$ cat src/rtl/subtractor_pkg.sv
// subtractor_pkg
// Shared definitions for the multi-cycle subtractor:
//   - state_t         : FSM state encoding (IDLE, CALC, DONE)
//   - DEF_WIDTH       : default operand/result width
//   - DEF_DIGIT       : default bits processed per CALC cycle
//   - calc_overflow() : signed-overflow flag for a - b from operand and result signs
package subtractor_pkg;

  localparam int DEF_WIDTH = 16;
  localparam int DEF_DIGIT = 4;

  typedef enum logic [1:0] {
    IDLE = 2'd0,
    CALC = 2'd1,
    DONE = 2'd2
  } state_t;

  // Subtraction overflows only when the operands have different signs and
  // the result sign disagrees with the minuend.
  function automatic logic calc_overflow(input logic a_msb,
                                         input logic b_msb,
                                         input logic d_msb);
    return (a_msb != b_msb) && (d_msb != a_msb);
  endfunction

endpackage

$ cat src/rtl/subtractor_digit.sv
// subtractor_digit
// Combinational DIGIT-bit ripple-borrow subtract slice: d_d = a_d - b_d - borrow_i.
// Ports:
//   a_d      in   DIGIT  minuend digit
//   b_d      in   DIGIT  subtrahend digit
//   borrow_i in   1      borrow into the least significant bit
//   d_d      out  DIGIT  difference digit
//   borrow_o out  1      borrow out of the most significant bit
module subtractor_digit #(
  parameter int DIGIT = 4
) (
  input  logic [DIGIT-1:0] a_d,
  input  logic [DIGIT-1:0] b_d,
  input  logic             borrow_i,
  output logic [DIGIT-1:0] d_d,
  output logic             borrow_o
);

  logic brw;

  // Full-subtractor chain; brw carries the borrow from bit i into bit i+1.
  always_comb begin
    d_d = '0;
    brw = borrow_i;
    for (int i = 0; i < DIGIT; i++) begin
      d_d[i] = a_d[i] ^ b_d[i] ^ brw;
      brw    = (~a_d[i] & b_d[i]) | (~(a_d[i] ^ b_d[i]) & brw);
    end
    borrow_o = brw;
  end

endmodule

$ cat src/rtl/subtractor_16bit_seq.sv
// subtractor_16bit_seq
// Multi-cycle subtractor computing diff = a - b - bin, one DIGIT-bit slice per
// cycle, with valid/ready handshakes on both sides.
// Optional feature macro: SUB_ZERO_FLAG_EN adds the registered 'zero' output.
// Ports:
//   clk       in   1      system clock, rising edge
//   rst       in   1      synchronous reset, active-high
//   in_valid  in   1      operands valid
//   in_ready  out  1      block can accept operands (IDLE)
//   a         in   WIDTH  minuend
//   b         in   WIDTH  subtrahend
//   bin       in   1      borrow-in
//   out_valid out  1      result valid (DONE)
//   out_ready in   1      downstream accepts result
//   diff      out  WIDTH  a - b - bin modulo 2^WIDTH
//   bout      out  1      borrow-out
//   overflow  out  1      signed overflow
//   busy      out  1      state != IDLE
//   zero      out  1      diff == 0 (only with SUB_ZERO_FLAG_EN)
module subtractor_16bit_seq
  import subtractor_pkg::*;
#(
  parameter int WIDTH = DEF_WIDTH,
  parameter int DIGIT = DEF_DIGIT
) (
  input  logic             clk,
  input  logic             rst,
  input  logic             in_valid,
  output logic             in_ready,
  input  logic [WIDTH-1:0] a,
  input  logic [WIDTH-1:0] b,
  input  logic             bin,
  output logic             out_valid,
  input  logic             out_ready,
  output logic [WIDTH-1:0] diff,
  output logic             bout,
  output logic             overflow,
  output logic             busy
`ifdef SUB_ZERO_FLAG_EN
  ,
  output logic             zero
`endif
);

  localparam int NDIG  = WIDTH / DIGIT;
  localparam int CNT_W = (NDIG > 1) ? $clog2(NDIG) : 1;
  localparam logic [CNT_W-1:0] LAST_CNT = CNT_W'(NDIG - 1);

  state_t             state;
  state_t             state_nx;
  logic [CNT_W-1:0]   cnt;
  logic [WIDTH-1:0]   op_a;
  logic [WIDTH-1:0]   op_b;
  logic               borrow;
  logic [WIDTH-1:0]   diff_sr;
  logic [WIDTH-1:0]   diff_next;
  logic [DIGIT-1:0]   slice_d;
  logic               slice_borrow;
  logic               last_digit;

  // One shared slice, fed the digit selected by the counter.
  subtractor_digit #(.DIGIT(DIGIT)) u_digit (
    .a_d      (op_a[cnt*DIGIT +: DIGIT]),
    .b_d      (op_b[cnt*DIGIT +: DIGIT]),
    .borrow_i (borrow),
    .d_d      (slice_d),
    .borrow_o (slice_borrow)
  );

  // Digits enter at the top and shift down, so after NDIG steps digit 0
  // sits in the least significant position.
  assign diff_next  = (diff_sr >> DIGIT) | (WIDTH'(slice_d) << (WIDTH - DIGIT));
  assign last_digit = (cnt == LAST_CNT);

  always_comb begin
    state_nx  = state;
    in_ready  = 1'b0;
    out_valid = 1'b0;
    busy      = (state != IDLE);
    case (state)
      IDLE: begin
        in_ready = 1'b1;
        if (in_valid) state_nx = CALC;
      end
      CALC: begin
        if (last_digit) state_nx = DONE;
      end
      DONE: begin
        out_valid = 1'b1;
        if (out_ready) state_nx = IDLE;
      end
      default: state_nx = IDLE;
    endcase
  end

  // Result outputs are written only on the CALC->DONE edge so they hold
  // their previous values through IDLE and the next calculation.
  always_ff @(posedge clk) begin
    if (rst) begin
      state    <= IDLE;
      cnt      <= '0;
      op_a     <= '0;
      op_b     <= '0;
      borrow   <= 1'b0;
      diff_sr  <= '0;
      diff     <= '0;
      bout     <= 1'b0;
      overflow <= 1'b0;
`ifdef SUB_ZERO_FLAG_EN
      zero     <= 1'b0;
`endif
    end else begin
      state <= state_nx;
      case (state)
        IDLE: begin
          if (in_valid) begin
            op_a   <= a;
            op_b   <= b;
            borrow <= bin;
            cnt    <= '0;
          end
        end
        CALC: begin
          diff_sr <= diff_next;
          borrow  <= slice_borrow;
          cnt     <= cnt + CNT_W'(1);
          if (last_digit) begin
            diff     <= diff_next;
            bout     <= slice_borrow;
            overflow <= calc_overflow(op_a[WIDTH-1], op_b[WIDTH-1], diff_next[WIDTH-1]);
`ifdef SUB_ZERO_FLAG_EN
            zero     <= (diff_next == '0);
`endif
          end
        end
        default: ;
      endcase
    end
  end

endmodule

$ cat config.mk
export PLATFORM = sky130hd
export DESIGN_NAME = subtractor_16bit_seq
export DESIGN_NICKNAME = d
export VERILOG_FILES = /design/src/rtl/subtractor_pkg.sv /design/src/rtl/subtractor_digit.sv /design/src/rtl/subtractor_16bit_seq.sv
export SDC_FILE = /design/constraint.sdc
export NUM_CORES = 1
export LEC_CHECK = 0
export CORE_MARGIN = 3
export CORE_UTILIZATION = 40
export DETAILED_ROUTE_END_ITERATION = 10
export DONT_BUFFER_PORTS = 1
export HOLD_SLACK_MARGIN = 0.08
export SLEW_MARGIN = 20
export SYNTH_ARGS = -nofsm -noshare
export SYNTH_HDL_FRONTEND = slang
export SYNTH_SLANG_ARGS = --single-unit
$ cat constraint.sdc
create_clock -name clk -period 3.56 [get_ports clk]
set_clock_uncertainty 0.2 [all_clocks]
set_input_delay 0.178 -clock clk [delete_from_list [all_inputs] [get_ports clk]]
set_output_delay 0.178 -clock clk [all_outputs]
set_load 0.02 [all_outputs]
==> metrics.md <==
| Metric | Value |
|---|---|
| Worst hold slack | `0.253 ns` |
| Clock sink count | `67` |
| VDD IR max | `224 uV` |
| Crit-path max FO | `6` |
| CP cell instances | `buf_6 > buf_4 > mux4_2 > fa_1 > fa_1 > inv_1 > fa_2 > nand2_1 > a21oi_1 > nor3_1 > dlygate4sd3_1` |
| Die height | `88.4 um` |
| Final core utilization | `54.4%` |
| Initial antenna violation count | `0` |
| Placer's final routability congestion estimate | `0.759` |
| Mapped cell area | `2710 sq um` |
| Setup ws final | `0.170 ns` |
| Most common cell after layout, fill and taps aside | `nand2_1` |
| Syn_nets | `359` |
| Max-slew violations | `0` |
| Mapped Cells | `317` |
| Worst slack, placed | `0.255 ns` |
| Root Buffer | `clkbuf_8` |
| Vias after detailed routing | `2299` |
| IO Count | `58` |
| Post-route setup TNS | `0 ns` |
| Fin crit share | `95.2%` |
| Power density over the cells | `455 nW/um^2` |
| Filler Cell Count | `613` |
| Residual DRC count | `0` |
| Gr ovfl total | `0` |
| Drt via density | `5.10` |
| Initial core utilization | `42.0%` |
| Setup crit end kind | `flip-flop` |
| DRT antenna net count | `0` |
| Largest net degree at the start of global routing | `68` |
| Ys Warns | `0` |
| IO Port Bufs | `0` |
| DR WL/cell | `14.3 um` |
| CTS tree | `done` |
| Finish-stage setup viols | `0` |
| Crit path DAT | `3.41 ns` |
| First-pass GRT wire length | `10.6 mm` |
| Relative slew margins | `33.1%` |
| Area leader, netlist | `dfxtp_1` |
| Fraction of layout cells with a size suffix above 1 | `9.09%` |
| DP HPWL | `3.83 mm` |
| Largest delay contributor family on the critical path | `adder cells` |
| Final net count | `411` |
| Yosys cell types | `26` |
| Slowest-stage cell, CP | `dlygate4sd3_1` |
| Layout area overhead | `29.5%` |
| Leakage power | `1.25 nW` |
| Actual slew at the worst max-slew pin | `1.00 ns` |
| Critical path data required time | `3.58 ns` |
| Fmax | `295 MHz` |
| Critical path class | `flip-flop to flip-flop` |
| Core Footprint | `6460 sq um` |
| CP max stage delay | `0.56 ns` |
| Most numerous cell on the critical path | `fa_1` |
| CP bufs+invs | `4` |
| Mean area per synthesized cell | `8.56 sq um` |
| RSZ-0062 raised after global routing | `false` |
| WL final | `6.47 mm` |
| Number of global-route vias before repair | `2223` |
| Inserted Diodes | `0` |
| Most frequent cells in the layout | `nand2_1, dfxtp_1, a21oi_1, dlygate4sd3_1, clkbuf_8` |
| Clock insertion delay at the later pin of the skew report | `0.33 ns` |
| Worst min-delay path category | `flip-flop to flip-flop` |
| Max_cap viols | `0` |
| Die width | `88.4 um` |
| Hold violation total from the final report | `0` |
| Clock-pin slew on the worst setup and hold paths | `0.06 ns` |
| Buffer levels on the longest clock path | `2` |
| Drt first pass iters | `5` |
| DRT iter0 DRCs | `143` |
| Seq cells post-synth | `67` |
| Share of the synthesized area in the top cell type | `49.4%` |
| Run status | `finished, final reports clean` |
| Crit start category | `flip-flop` |
| Global Route Usage Sum | `18.0%` |
| Synth top area cells | `dfxtp_1, nand2_1, a21oi_1, mux4_2, fa_1` |
| H-tree levels | `3` |
| Sequential share of the synthesized area | `49.4%` |
| Min cycle time layout | `3.39 ns` |
| Core Rows | `29` |
| Full die area | `7810 sq um` |
| CTS Buf Count | `9` |
| Final Power | `1.60 mW` |
==> power by group <==
group,internal (mW),switching [mW]
Combinational,0.121,0.115
Clock,0.290,0.263
Sequential,0.785,0.0250
==> area by class of cell <==
type | instances | area (sq um) | area share [%]
flip-flops and latches | 67 | 1340 | 38.2
multi-input cells | 219 | 1210 | 34.6
repair buffers | 64 | 657 | 18.7
clock buffers | 14 | 163 | 4.63
well taps | 77 | 96.3 | 2.74
inverters | 8 | 30.0 | 0.855
clock inverters | 2 | 10.0 | 0.285
==> sequential cells by signal (all words and copies together) (netlist names) <==
name / flops
op_a: 16
diff: 16
cnt: 2
bout: 1
op_b: 16
borrow: 1
diff_sr: 12
overflow: 1
state: 2
==> path summary, 6_finish.rpt <==
path,start,end,slack (ns),cells after the start
max,cnt[0]$_SDFFE_PP0P_,borrow$_SDFFE_PP0P_,0.17,11
min,op_b[8]$_SDFFE_PP0P_,op_b[8]$_SDFFE_PP0P_,0.25,2
max reg2reg,cnt[0]$_SDFFE_PP0P_,borrow$_SDFFE_PP0P_,0.17,11
min reg2reg,op_b[8]$_SDFFE_PP0P_,op_b[8]$_SDFFE_PP0P_,0.25,2
==> Yosys cell counts (all sizes together) <==
library cell	instances
nor2b	2
ha	1
inv	8
buf	15
mux4	8
a211oi	7
nor3b	1
a21oi	59
dfxtp	67
nor2	10
nand3	1
or3b	2
or2	1
nand3b	1
and3b	2
o21ba	1
nand2b	2
fa	4
nor3	2
clkbuf	8
o21a	1
nand2	114
==> through the flow <==
step                      instance area (sq um)  cells
after CTS                                  3460    447
final                                      3510    451
after floorplan                            2710    317
after global routing                       3510    451
after detailed placement                   2690    373
after global placement                     2690    373
==> repair_timing <==
item,CTS,global route
endpoints found under the hold margin,67,4
setup buffers,0,2
gates resized for setup,0,3
hold buffers,58,1
endpoints found under the setup margin,0,1
==> cell families (layout without fill, tap and decap cells) <==
logic type               Yosys count  after routing  share of synthesized area (%)
multiplexers                       8              8                           6.64
buffers and inverters             31             88                           6.13
flip-flops                        67             67                           49.4
AO/OA/AOI/OAI                     68             68                           13.5
AND/OR/NAND/NOR                  138            138                           20.9
adder cells (fa/ha/maj)            5              5                           3.41
==> worst reg2reg max path: cells and delay by family, from the launching register on <==
family	cells	cell delay, ns
adders and majority gates	3	1.01
buffers and inverters	4	0.93
muxes	1	0.53
DFF	1	0.35
AOI/OAI and AO/OA	1	0.13
and+or+nand+nor	2	0.12
==> metal layers <==
layer | part of all wire (%) | routed length, um | GRT usage, %
met5 | 0 | 0 | 0
met1 | 44 | 2850 | 21.8
met3 | 5.7 | 370 | 5.87
met2 | 49 | 3190 | 29.7
met4 | 1.0 | 67 | 7.14
Power figures use the tool's default switching activity.
